File: src/rtl/vga_reg_snapshot_ctrl.sv
// Per-frame snapshot of the CPU debug register port into a shadow read by the VGA debug screen.
// Define VGA_SNAP_DBLBUF_EN for a double-buffered shadow (front/back banks swapped per snapshot).
module vga_reg_snapshot_ctrl #(
   parameter int   NREGS     = 32,
   parameter int   AW        = 5,
   parameter int   DW        = 32,
   parameter logic VSYNC_ACT = 1'b0
) (
   input  logic          clk,
   input  logic          resetn,
   input  logic          vsync,
   input  logic          snap_now,
   output logic          cpu_req,
   input  logic          cpu_gnt,
   output logic [AW-1:0] cpu_addr,
   input  logic [DW-1:0] cpu_data,
   input  logic [AW-1:0] vga_addr,
   output logic [DW-1:0] vga_data,
   output logic          busy,
   output logic          snap_done,
   output logic          overrun
);

   typedef enum logic [1:0] {
      IDLE,
      REQ,
      CAPT,
      DONE
   } state_t;

   localparam int DEPTH = 2**AW;
   localparam logic [AW-1:0] LAST = AW'(NREGS - 1);

   state_t        state_q, state_d;
   logic [AW-1:0] idx_q, idx_d;
   logic          vs_q, vs_d;
   logic          overrun_q, overrun_d;
   logic          trig;

`ifdef VGA_SNAP_DBLBUF_EN
   logic          front_q, front_d;
   logic [DW-1:0] mem_q [2][DEPTH];
   logic [DW-1:0] mem_d [2][DEPTH];
`else
   logic [DW-1:0] mem_q [DEPTH];
   logic [DW-1:0] mem_d [DEPTH];
`endif

   assign trig = ((vs_q != VSYNC_ACT) && (vsync == VSYNC_ACT)) || snap_now;

   always_comb begin
      state_d   = state_q;
      idx_d     = idx_q;
      vs_d      = vsync;
      overrun_d = overrun_q;
      mem_d     = mem_q;
      cpu_req   = 1'b0;
      snap_done = 1'b0;
`ifdef VGA_SNAP_DBLBUF_EN
      front_d   = front_q;
`endif
      // DONE still counts as busy, so a trigger there is an overrun too
      if (trig && (state_q != IDLE)) begin
         overrun_d = 1'b1;
      end
      unique case (state_q)
         IDLE: begin
            if (trig) begin
               state_d = REQ;
               idx_d   = '0;
            end
         end
         REQ: begin
            cpu_req = 1'b1;
            if (cpu_gnt) begin
               state_d = CAPT;
            end
         end
         CAPT: begin
`ifdef VGA_SNAP_DBLBUF_EN
            mem_d[~front_q][idx_q] = cpu_data;
`else
            mem_d[idx_q] = cpu_data;
`endif
            if (idx_q == LAST) begin
               state_d = DONE;
            end else begin
               idx_d   = idx_q + 1'b1;
               state_d = REQ;
            end
         end
         DONE: begin
            snap_done = 1'b1;
            state_d   = IDLE;
            idx_d     = '0;
`ifdef VGA_SNAP_DBLBUF_EN
            front_d   = ~front_q;
`endif
         end
         default: begin
            state_d = IDLE;
         end
      endcase
   end

   always_ff @(posedge clk or negedge resetn) begin
      if (!resetn) begin
         state_q   <= IDLE;
         idx_q     <= '0;
         vs_q      <= ~VSYNC_ACT;
         overrun_q <= 1'b0;
`ifdef VGA_SNAP_DBLBUF_EN
         front_q   <= 1'b0;
         for (int b = 0; b < 2; b++) begin
            for (int i = 0; i < DEPTH; i++) begin
               mem_q[b][i] <= '0;
            end
         end
`else
         for (int i = 0; i < DEPTH; i++) begin
            mem_q[i] <= '0;
         end
`endif
      end else begin
         state_q   <= state_d;
         idx_q     <= idx_d;
         vs_q      <= vs_d;
         overrun_q <= overrun_d;
         mem_q     <= mem_d;
`ifdef VGA_SNAP_DBLBUF_EN
         front_q   <= front_d;
`endif
      end
   end

   // entries at or above NREGS are never written and stay zero
`ifdef VGA_SNAP_DBLBUF_EN
   assign vga_data = mem_q[front_q][vga_addr];
`else
   assign vga_data = mem_q[vga_addr];
`endif

   assign cpu_addr = idx_q;
   assign busy     = (state_q != IDLE);
   assign overrun  = overrun_q;

endmodule

File: config.mk
export PLATFORM = sky130hd
export DESIGN_NAME = vga_reg_snapshot_ctrl
export DESIGN_NICKNAME = d
export VERILOG_FILES = /design/src/rtl/vga_reg_snapshot_ctrl.sv
export SDC_FILE = /design/constraint.sdc
export NUM_CORES = 1
export LEC_CHECK = 0
export BUFFER_PORTS_ARGS = -buffer_cell sky130_fd_sc_hd__buf_4
export CORE_MARGIN = 1.5
export CORE_UTILIZATION = 45
export DETAILED_ROUTE_END_ITERATION = 8
export PLACE_DENSITY_LB_ADDON = 0.12
export SETUP_SLACK_MARGIN = 0.4
export SLEW_MARGIN = 20
export SYNTH_ARGS = -nofsm -noshare
export SYNTH_HDL_FRONTEND = slang
export SYNTH_SLANG_ARGS = --single-unit
File: constraint.sdc
create_clock -name clk -period 5.2 [get_ports clk]
set_clock_uncertainty 0.2 [all_clocks]
set_input_delay 0.78 -clock clk [delete_from_list [all_inputs] [get_ports clk]]
set_output_delay 0.78 -clock clk [all_outputs]
set_load 0.01 [all_outputs]
==> results.cfg <==
[synth]
synth_top_area_share_pct = 54.18
ys_seq_area_share_pct = 54.24
yosys_register_bits = 1033
yosysTopAreaCell = dfrtp_1
synth_nets = 3566
synth_cell_type_count = 35
netlist_area_mm2 = 0.04766
yosys-top-cells-area = dfrtp_1 54%, mux2_2 24%, mux2i_1 11%, a22oi_1 1.5%, buf_2 1.2%
syn_inst = 3514
avgSynthCellArea_um2 = 13.56
yosys_warnings = 0

[global_route]
grt_usage_pct = 25.85
antenna_found_initial = 8
grt_pass1_vias = 31230
grt_pass1_wl_um = 206800
globalRouteOverflowTotal = 0
grt_max_degree = 119

[worst_setup_path]
cp_cell_sequence = buf_8 -> buf_12 -> buf_12 -> mux2i_1 -> a21oi_1 -> a31oi_1 -> nand3_1 -> buf_4
reg2reg_from = state_q[0]
required_ns = 4.22
critPathSlowestCell = buf_8
r2r_setup_slack_ns = 1.37
worstPathMaxFanout = 48
r2r_cells = 8
worstReg2RegEnd = mem_q[171]
critical_path_class = in -> out
critPathArrivalTime_ns = 3.06
critPathMaxStageDelay_ns = 0.45
cpMostUsedCell = buf_12
worstSetupEndpointType = primary output
startpoint_type = input pin

[cts]
clkSinkCount = 1033
post_cts_buffers = 0
cts_tree = done
cts.path.max_buffers = 3
numCtsBuffers = 112
insertion_delay_ns = 0.70
htree_levels = 3
clkTransAtPathRegs_ns = 0.06
cts_root_buf = clkbuf_16

[timing]
fin_crit_sh_pct = 77.65
period_needed_ns = 4.038
hold_violations = 0
setup_tns_ns = 0
fmax_ghz = 0.2477
timing.final.max_slew_violations = 0
setup_viol = 0
max_slew_margin_pct = 19.69
grt_setup_unrepaired = false
worst_pin_slew_ns = 1.202

[final_layout]
final_layout_size_suffix_gt1_share_pct = 40.01
fin_nets = 3542
nFillCells = 8970
syn_to_final_growth_pct = 12.55

[worst_hold_path]
min_to = overrun
hp-start = snap_now
hold_path_class = in -> reg
hold_depth = 3

[detailed_routing]
antenna_left = 0
drt_iter0_drc = 1716
wirelength_um = 138200
viasPerCell = 5.911
vias = 29390
drt_pass1_iterations = 5
wl_per_cell_um = 27.81
drc = 0

[die]
num_rows = 119
core_area_mm2 = 0.1051
dieArea_mm2 = 0.1079
start_util_pct = 45.34
die_width_um = 328.5
fp.dieH_um = 328.5
ios = 83

[power]
irDropWorstVdd_v = 0.0003182
p_sw_mw = 5.142
p_per_area_mw_per_mm2 = 373.4
power.total_mw = 20.03
cellLeakagePower_nw = 26.26
p_int_mw = 14.89
power_frac_seq_pct = 46.4
swShare_pct = 25.67
combPwrFrac_pct = 13.9
clock_power_share_pct = 39.7

[run]
maxCapViolCount = 0

[placed_design]
port_buffers = 82
hpwl_um = 80230
gp_congestion = 0.7723

[status]
status = finished, final reports clean
## final cells by class
cell class | count | area, µm² | area share, %
Clock buffer | 166 | 3347 | 6.239
Multi-Input combinational cell | 2148 | 20450 | 38.12
Timing Repair Buffer | 188 | 1857 | 3.461
Inverter | 7 | 26.28 | 0.04898
Clock inverter | 37 | 371.6 | 0.6927
Sequential cell | 1033 | 25850 | 48.19
Antenna cell | 1 | 2.502 | 0.004665
Tap cell | 1391 | 1740 | 3.244
## cell families (layout without fill, tap and decap cells)
kind of cell               Yosys count  in the layout  synth area share (%)
AOI/OAI and AO/OA                  305            305                 4.318
other                                0              1                     0
and+or+nand+nor                    296            296                 2.814
muxes                             1537           1537                 35.00
DFF                               1033           1033                 54.24
adders and majority gates           10             10                0.2625
buffers and inverters              333            398                 3.365
## power groups by stage
stage | sequential, mW | clock (mW) | combinational [mW]
2_1_floorplan | 9.30 | 0 | 1.91
3_3_place_gp | 9.40 | 0 | 2.71
3_5_place_dp | 9.45 | 0 | 2.80
4_1_cts | 9.30 | 8.13 | 2.81
5_1_grt | 9.40 | 8.48 | 3.01
6_report | 9.30 | 7.95 | 2.78
## sequential cells by signal (all words and copies together) (netlist names)
| signal | count |
|---|---|
| mem_q | 1024 |
| cpu_addr | 5 |
| state_q | 2 |
| overrun | 1 |
| vs_q | 1 |
## per-stage QoR
| step | util (%) | std cells | cell area [µm²] | hold slack, ns | worst slack, ns |
|---|---|---|---|---|---|
| 2_1_floorplan | - | 3514 | 47660 | 0.2635 | 2.115 |
| 3_3_place_gp | 47.48 | 4765 | 49910 | 0.2641 | 1.164 |
| 3_5_place_dp | 47.48 | 4765 | 49910 | 0.2649 | 1.169 |
| 4_1_cts | 51.03 | 4970 | 53650 | 0.1227 | 1.164 |
| 5_1_grt | 51.03 | 4970 | 53650 | 0.1795 | 1.085 |
| 6_report | 51.04 | 4971 | 53650 | 0.1592 | 1.162 |
## cell usage after synthesis
library cell and count:
or2_1 2, buf_1 11, buf_6 8, ha_1 10, mux2_4 5, clkbuf_1 153
mux2i_1 513, nand2_1 110, nor2_1 30, nand2b_1 8, a31oi_1 33, mux2_2 1015
or3_4 1, dfstp_2 1, nor3_1 34, and2_1 1, and3_1 1, a22o_1 65
nor2b_1 3, a22oi_1 97, buf_4 37, mux2_1 4, nand3b_1 1, dfrtp_1 1032
or3_1 2, buf_2 116, nand4b_1 1, o21ai_0 9, nand3_1 101, a21o_2 1
clkbuf_8 1, inv_2 1, or2_2 1, inv_1 6, a21oi_1 100
## routing by layer
layer	part of all wire (%)	vias up	wire length [µm]	track usage [%]
met1	45	15840	61700	35.39
met5	0.058	-	80	0
met4	3.0	14	4108	7.644
met3	4.9	236	6724	4.752
li1	-	12660	-	-
met2	47	637	65610	41.84
## placed cells by master, fill, tap and decap left out, types with 2 or more instances in the layout
cell,count
dfrtp_1,1032
mux2_2,1015
mux2i_1,513
buf_4,150
clkbuf_16,113
nand2_1,109
a21oi_1,100
nand3_1,99
a22oi_1,97
a22o_1,65
nor3_1,34
buf_12,34
a31oi_1,33
clkbuf_8,32
nor2_4,27
clkinv_2,23
clkbuf_1,21
ha_1,10
o21ai_0,9
inv_1,6
nand2b_1,6
mux2_4,5
bufinv_16,5
mux2_1,4
clkinv_8,4
nor2_1,3
inv_6,3
nor2b_4,2
nand2b_2,2
nand3_2,2
or2_2,2
or3_2,2
clkinvlp_4,2
dlygate4sd3_1,2
buf_8,2
## repair_timing
action / CTS / global route
hold endpoints to repair: 6 / 0
resized for setup: 0 / 0
hold buffers: 2 / 0
## critical path: cells and delay by family
kind                   cells  cell delay [ns]
AOI/OAI and AO/OA          2             0.44
and+or+nand+nor            1             0.12
buffers and inverters      4             1.23
muxes                      1             0.35
## how the worst max path moves through the flow
stage	slack, ns	cells past startpoint	startpoint	endpoint
2_1_floorplan	2.12	8	vga_addr[1]	vga_data[16]
3_3_place_gp	1.16	8	vga_addr[1]	vga_data[11]
3_5_place_dp	1.17	8	vga_addr[1]	vga_data[11]
4_1_cts	1.16	8	vga_addr[1]	vga_data[11]
5_1_grt	1.09	8	vga_addr[1]	vga_data[11]
6_report	1.16	8	vga_addr[1]	vga_data[11]
Note: power is estimated with default switching activity, not from simulation.
